`config.mk`:
```
export PLATFORM = sky130hd
export DESIGN_NAME = clause_feedback_gen
export DESIGN_NICKNAME = d
export VERILOG_FILES = /design/src/rtl/clause_feedback_gen.sv
export SDC_FILE = /design/constraint.sdc
export NUM_CORES = 1
export LEC_CHECK = 0
export ABC_AREA = 1
export BUFFER_PORTS_ARGS = -buffer_cell sky130_fd_sc_hd__buf_2
export CORE_ASPECT_RATIO = 0.9
export CORE_UTILIZATION = 42
export CTS_BUF_LIST = sky130_fd_sc_hd__clkbuf_4 sky130_fd_sc_hd__clkbuf_8 sky130_fd_sc_hd__clkbuf_16
export DETAILED_ROUTE_END_ITERATION = 10
export PLACE_DENSITY_LB_ADDON = 0.05
export SLEW_MARGIN = 20
export SYNTH_ARGS = -nofsm -noshare
export SYNTH_HDL_FRONTEND = slang
export SYNTH_SLANG_ARGS = --single-unit
```
`constraint.sdc`:
```
create_clock -name clk -period 4.7 [get_ports clk]
set_input_delay 0.94 -clock clk [delete_from_list [all_inputs] [get_ports clk]]
set_output_delay 0.94 -clock clk [all_outputs]
set_load 0.02 [all_outputs]
```
`src/rtl/clause_feedback_gen.sv`:
```
// Turns one clamped class sum into a per-clause feedback stream: each clause gets an
// LFSR-driven select decision against (T-v)/2T or (T+v)/2T, then a Type I / Type II / none tag.
module clause_feedback_gen #(
    parameter int          NUM_CLAUSES = 16,
    parameter int          THRESHOLD   = 50,
    parameter logic [15:0] LFSR_SEED   = 16'hACE1
) (
    input  logic                           clk,
    input  logic                           rst_n_flag,
    input  logic                           start,
    input  logic signed [31:0]             class_sum_in,
    input  logic                           target,
    input  logic                           stop_flag,
    output logic                           busy,
    output logic                           fb_valid,
    output logic [$clog2(NUM_CLAUSES)-1:0] fb_clause_idx,
    output logic [1:0]                     fb_type,
    output logic                           done
);

    localparam int IW = $clog2(NUM_CLAUSES);

    localparam logic [1:0] S_IDLE  = 2'd0;
    localparam logic [1:0] S_LOAD  = 2'd1;
    localparam logic [1:0] S_ISSUE = 2'd2;
    localparam logic [1:0] S_DONE  = 2'd3;

    localparam logic signed [31:0] T_S     = 32'(THRESHOLD);
    localparam logic [15:0]        T16     = 16'(THRESHOLD);
    localparam logic [15:0]        T2_16   = 16'(2 * THRESHOLD);
    localparam logic [15:0]        SEED_OK = (LFSR_SEED == 16'h0000) ? 16'hACE1 : LFSR_SEED;

    logic [1:0]    r_state;
    logic [15:0]   r_v;
    logic          r_target;
    logic [15:0]   r_lfsr;
    logic [IW-1:0] r_idx;
    logic [1:0]    r_fb_type;
    logic          r_fb_valid;
    logic          r_busy;
    logic          r_done;

    logic [15:0]   w_v_clamp;
    logic [15:0]   w_num;
    logic [31:0]   w_prod_r;
    logic [31:0]   w_prod_n;
    logic          w_sel;
    logic [IW-1:0] w_emit_idx;
    logic [1:0]    w_type;
    logic [15:0]   w_lfsr_next;
    logic          w_last;

    always_comb begin
        w_v_clamp = class_sum_in[15:0];
        if (class_sum_in > T_S) begin
            w_v_clamp = T16;
        end else if (class_sum_in < -T_S) begin
            w_v_clamp = 16'(-T_S);
        end
    end

    // r_v is two's complement; modular 16-bit arithmetic yields num in 0..2T.
    assign w_num       = r_target ? (T16 - r_v) : (T16 + r_v);
    assign w_prod_r    = {16'h0000, r_lfsr} * {16'h0000, T2_16};
    assign w_prod_n    = {w_num, 16'h0000};
    assign w_sel       = (w_prod_r < w_prod_n);
    assign w_emit_idx  = (r_state == S_LOAD) ? '0 : (r_idx + IW'(1));
    assign w_last      = (r_idx == IW'(NUM_CLAUSES - 1));
    assign w_lfsr_next = {r_lfsr[14:0], r_lfsr[15] ^ r_lfsr[13] ^ r_lfsr[12] ^ r_lfsr[10]};

    // Type I goes to clauses whose polarity agrees with the label direction.
    always_comb begin
        w_type = 2'b00;
        if (w_sel) begin
            w_type = (w_emit_idx[0] != r_target) ? 2'b01 : 2'b10;
        end
    end

    always_ff @(posedge clk or negedge rst_n_flag) begin
        if (!rst_n_flag) begin
            r_state    <= S_IDLE;
            r_v        <= 16'h0000;
            r_target   <= 1'b0;
            r_lfsr     <= SEED_OK;
            r_idx      <= '0;
            r_fb_type  <= 2'b00;
            r_fb_valid <= 1'b0;
            r_busy     <= 1'b0;
            r_done     <= 1'b0;
        end else if (!stop_flag) begin
            case (r_state)
                S_IDLE: begin
                    if (start) begin
                        r_v      <= w_v_clamp;
                        r_target <= target;
                        r_busy   <= 1'b1;
                        r_state  <= S_LOAD;
                    end
                end
                S_LOAD, S_ISSUE: begin
                    if (r_state == S_ISSUE && w_last) begin
                        r_fb_valid <= 1'b0;
                        r_fb_type  <= 2'b00;
                        r_done     <= 1'b1;
                        r_busy     <= 1'b0;
                        r_state    <= S_DONE;
                    end else begin
                        r_fb_valid <= 1'b1;
                        r_idx      <= w_emit_idx;
                        r_fb_type  <= w_type;
                        r_lfsr     <= w_lfsr_next;
                        r_state    <= S_ISSUE;
                    end
                end
                S_DONE: begin
                    r_done <= 1'b0;
                    if (start) begin
                        r_v      <= w_v_clamp;
                        r_target <= target;
                        r_busy   <= 1'b1;
                        r_state  <= S_LOAD;
                    end else begin
                        r_state  <= S_IDLE;
                    end
                end
                default: r_state <= S_IDLE;
            endcase
        end
    end

    // Freeze must blank valid/done in the very cycle it is raised.
    assign busy          = r_busy;
    assign fb_valid      = r_fb_valid & ~stop_flag;
    assign done          = r_done & ~stop_flag;
    assign fb_clause_idx = r_idx;
    assign fb_type       = r_fb_type;

endmodule

```
# Word-level counts from Yosys, hierarchy flattened
# Cells that the tools add are included.
# word_totals
reg_bits	44
out_inout_bits	9
word_cells	59
input_bits	37
# op_classes
n_bitwise	7
order_cmp	3
n_reduce_logical	11
eq_ne	8
n_mul	1
n_mux	17
addsub	3
# op_table
operator	n
2-to-1 mux 16 bit	3
greater-than comparator 32 x 7 -> 1 bit, second input constant	1
less-than comparator 23 x 32 -> 1 bit	1
less-than comparator 32 x 7 -> 1 bit, second input constant	1
multiplier 16 x 5 -> 21 bit, second input constant	1
adder 6 x 16 -> 16 bit, first input constant	1
subtractor 6 x 16 -> 16 bit, first input constant	1
AND reduction 3 bit	4
2-to-1 mux 2 bit	4
2-to-1 mux 1 bit	6
one-hot mux 2 bit (3 select lines)	1
adder 4 x 1 -> 4 bit, second input constant	1
== test 2 bit, second input constant	2
== test 4 bit, second input constant	1
2-to-1 mux 4 bit	1
!= test 2 bit, second input constant	2
one-hot mux 1 bit (2 select lines)	2
AND reduction 2 bit	2
OR reduction 2 bit	2
XOR 1 bit	3
bitwise AND 1 bit	2
== test 2 x 1 -> 1 bit, second input constant	1
zero test 2 bit	1
!= test 2 x 1 -> 1 bit, second input constant	1
4 further kinds	5

# Depth between registers and ports, before layout
# depth
word_depth	6
ltp_mapped	26
depth_no_buf	26

# Worst setup path after synthesis
# Ideal clock, no wire load.
# synth_timing
kind	register to register
start	register r_lfsr[6]
end	register r_fb_type[0], in the netlist fb_type[0]
setup_slack_ps	1014
arrival_time_ps	3570
period_less_slack_ps	3686
path_buffers	0
required_ps	4584
setup_time_ps	116
stages_incl_launch_ff	26
cell_sequence	dfstp_2 -> ha_1 -> ha_1 -> inv_1 -> fa_1 -> inv_1 -> ha_1 -> nand2_1 -> inv_1 -> nand2_1 -> nand2_1 -> nand2_1 -> nand3_1 -> nand3_1 -> nand2_1 -> a21o_1 -> nand3_1 -> nand2_1 -> xor2_1 -> ha_1 -> nand3_1 -> a21o_1 -> nand2_1 -> nand2_1 -> nand2_1 -> nand2_1
# synth_via
elab_chain_len	4
# synth_lines
element	line_no	source
from (decl)	36	logic [15:0] r_lfsr;
from (signal assigned)	111	r_lfsr <= w_lfsr_next;
multiplier 16 x 5 -> 21 bit	64	assign w_prod_r = {16'h0000, r_lfsr} * {16'h0000, T2_16};
less-than comparator 23 x 32 -> 1 bit	66	assign w_sel = (w_prod_r < w_prod_n);
2-to-1 mux 2 bit	74	if (w_sel) begin
2-to-1 mux 2 bit	101	if (r_state == S_ISSUE && w_last) begin
to (signal assigned)	110	r_fb_type <= w_type;
to (decl)	38	logic [1:0] r_fb_type;
# Every way passes these cells.
# A chain may end at the register's enable or synchronous reset.

# Worst setup path in the final report
# layout_timing
start	register r_lfsr[7]
end	register r_fb_type[1], in the netlist fb_type[1]
# Same word-level chain as after synthesis.

==> out/results.ini <==
[layout]
synthToLayoutAreaGrowth_pct=11.1
nets=719
layout-drive-gt1-share_pct=14.2
antenna_cells=0

[logic_synthesis]
async_flop_share_pct=100
synth.most_common_cell=nand2_1
yosysWarnings=0
syn_avg_cell_area_um2=7.54
yosys_register_bits=44
synthTopCellsByArea=dfrtp_1 (21%), ha_1 (20%), nand2_1 (11%), inv_1 (7.3%), dfstp_2 (5.0%)
yosysTopAreaCell=dfrtp_1
synthAdderAreaFrac_pct=24.3
synthCells=560
synth_ff_type=dfrtp_1
ys_top_cells_by_count=nand2_1 (129), inv_1 (82), ha_1 (66)
synth_compound_area_share_pct=9.84
synthSimpleGateAreaFrac_pct=25.1
synth_nets=673
synthXorXnorAreaFrac_pct=5.78
ys_types=38
yosysSeqAreaShare_pct=26.3
synth_top_family_by_area=simple AND/OR/NAND/NOR gates
synth_edf_count=0
synthMuxAreaShare_pct=0
syn_area_mm2=0.00422
synth_top_area_share_pct=21.3

[floorplanning]
io_pins=46
initial_utilization_pct=43.5
core_mm2=0.00970
die_area_mm2=0.0105
rows=34
die_h_um=97.1
die_x_um=108

[min_path]
hp-class=flip-flop to flip-flop
worstHoldStart=r_done
hold_depth=2
whs_endpoint=r_done

[setup_path]
cpMostUsedCell=nand2_1
critPathTopFamily=adder cells
rr_worst_depth=23
end_kind=flip-flop
reg2reg_slack_ns=0.75
max_stage_delay_ns=0.61
worst_path_max_delay_cell=dfstp_2
cp_num_buf_inv=2
r2r_end=fb_type[1]
start_kind=flip-flop
worstReg2RegStart=r_lfsr[7]
critical_path_class=flip-flop to flip-flop
cp.required_ns=4.91
cp.arrival_ns=4.16
crit_chain=ha_1 > ha_1 > inv_1 > fa_1 > inv_1 > ha_1 > nand2_1 > nand2_1 > a21oi_1 > nand3_1 > nand3_1 > nand2_1 > a21o_1 > nand3_1 > nand2_1 > xor2_1 > ha_1 > nand3_1 > a21o_1 > nand2_1 > nand2_1 > nand2_1 > nand2_1
cp_max_fo=5

[grt]
grt_pass1_vias=3587
grt_usage_pct=19.8
grt_max_degree=45
overflow=0
antenna_found_initial=0
grt_pass1_wl_mm=16.6

[clock_tree]
ctsResizeCount=0
insertion_delay_ns=0.31
clk_pin_slew_ns=0.09
h-tree-depth=2
root_buffer=clkbuf_8
ctsHoldBuffers=0
clock_sinks=44
post_cts_buffers=0
cts_tree=done
clk_path_buf_depth=2
cts_made_buffers=5

[timing]
finalSetupViolCount=0
worst_pin_slew_ns=0.607
post-route-min-period_ns=3.95
grt_setup_unrepaired=false
slew_viol_final=0
fin_ws_ns=0.751
finalCritPeriodShare_pct=84.0
fmax_mhz=253
fin_tns_setup_ns=0
maxSlewHeadroom_pct=59.5
final-hold-violation-count=0
holdWs_ns=0.499
finClkSkew_ns=0.00712

[placed_design]
port_buffers=45
place_congestion=0.855
dp_hpwl_mm=7.45
place_ws_ns=0.762

[run]
drv_cap=0

[pwr]
power-per-cell-area_mw_per_mm2=622
power.static_leakage_nw=2.60
irDropWorstVdd_uv=308

[detailed_routing]
drt-wirelength-per-cell_um=12.9
drc_errors=0
firstDrtPassIters=4
wl_mm=9.45
viasPerCell=4.98
vias=3651
drtIter0Drc=154
detail-route-antenna-nets=0

[status]
status=finished, final reports clean

==> worst max-delay path by stage <==
stage / from / to / slack, ns / depth (start not counted)
after floorplan: r_lfsr[6] / fb_type[0] / 1.01 / 25
after global placement: r_lfsr[6] / fb_type[1] / 0.84 / 26
after detailed placement: r_lfsr[6] / fb_type[1] / 0.76 / 25
after CTS: r_lfsr[7] / fb_type[1] / 0.75 / 23
after global routing: r_lfsr[10] / fb_type[0] / 0.45 / 24
final: r_lfsr[7] / fb_type[1] / 0.75 / 23
==> sequential cells by signal (all words and copies together) (netlist names) <==
signal and flops:
r_done 1, r_fb_valid 1, fb_type 2, r_v 16, busy 1, fb_clause_idx 4, r_lfsr 16, r_state 2
r_target 1
==> worst register-to-register path: cells and delay by family (launching register included) <==
family / cells / cell delay [ns]
and+or+nand+nor: 12 / 0.85
xor gates and xnor gates: 1 / 0.14
DFF: 1 / 0.61
buffers and inverters: 2 / 0.09
AOI/OAI and AO/OA: 3 / 0.52
adders and majority gates: 5 / 1.63
==> kinds of logic after synthesis <==
group | Yosys count
adder cells (fa/ha/maj) | 76
AO/OA/AOI/OAI | 77
buffers and inverters | 97
AND/OR/NAND/NOR | 239
XOR/XNOR | 27
flip-flops | 44
==> power breakdown <==
part | internal, mW | switching, mW | leakage (nW) | total [mW]
combinational | 0.702 | 1.15 | 2.02 | 1.85
sequential | 0.562 | 0.230 | 0.530 | 0.792
clock | 0.119 | 0.150 | 0.0434 | 0.269
total | 1.38 | 1.53 | 2.60 | 2.92
==> metrics by stage <==
stage | cells | power (mW) | utilization, % | instance area [um2]
finish | 733 | 2.92 | 48.3 | 4690
global route | 733 | 3.31 | 48.3 | 4690
CTS | 733 | 2.94 | 48.3 | 4680
detailed placement | 725 | 2.66 | 47.3 | 4590
global placement | 725 | 2.62 | 47.3 | 4590
floorplan | 560 | 2.19 | - | 4220
==> layout by cell type, fill, tap and decap left out, types with 3 or more instances in the layout <==
master    Yosys  routed
nand2_1     129     129
inv_1        82      82
ha_1         66      66
buf_2         2      45
nor2_1       41      41
o21ai_0      38      38
dfrtp_1      36      36
nand3_1      28      28
a21oi_1      22      22
xor2_1       22      22
nand4_1      14      14
fa_1         10      10
dfstp_2       8       8
inv_2         7       7
nor3_1        7       7
clkbuf_8      0       6
nand2_2       5       5
o21ai_1       5       5
xnor2_1       4       4
o21bai_1      3       3
==> metal layers <==
metal | up-vias | GRT usage (%) | part of all wire [%]
met4 | 0 | 5.58 | 1.2
met2 | 50 | 29.5 | 42
met5 | - | 0 | 0
li1 | 1905 | - | -
met1 | 1684 | 29.0 | 53
met3 | 12 | 3.89 | 3.6
==> final cells by class <==
type                    instances  area, um2
repair buffers                 47        240
fillers                       996       5010
multi-input cells             419       2750
clock inverters                 2       15.0
inverters                      89        334
clock buffers                   6       82.6
well taps                     126        158
flip-flops and latches         44       1110
(Power assumes the default switching activity.)
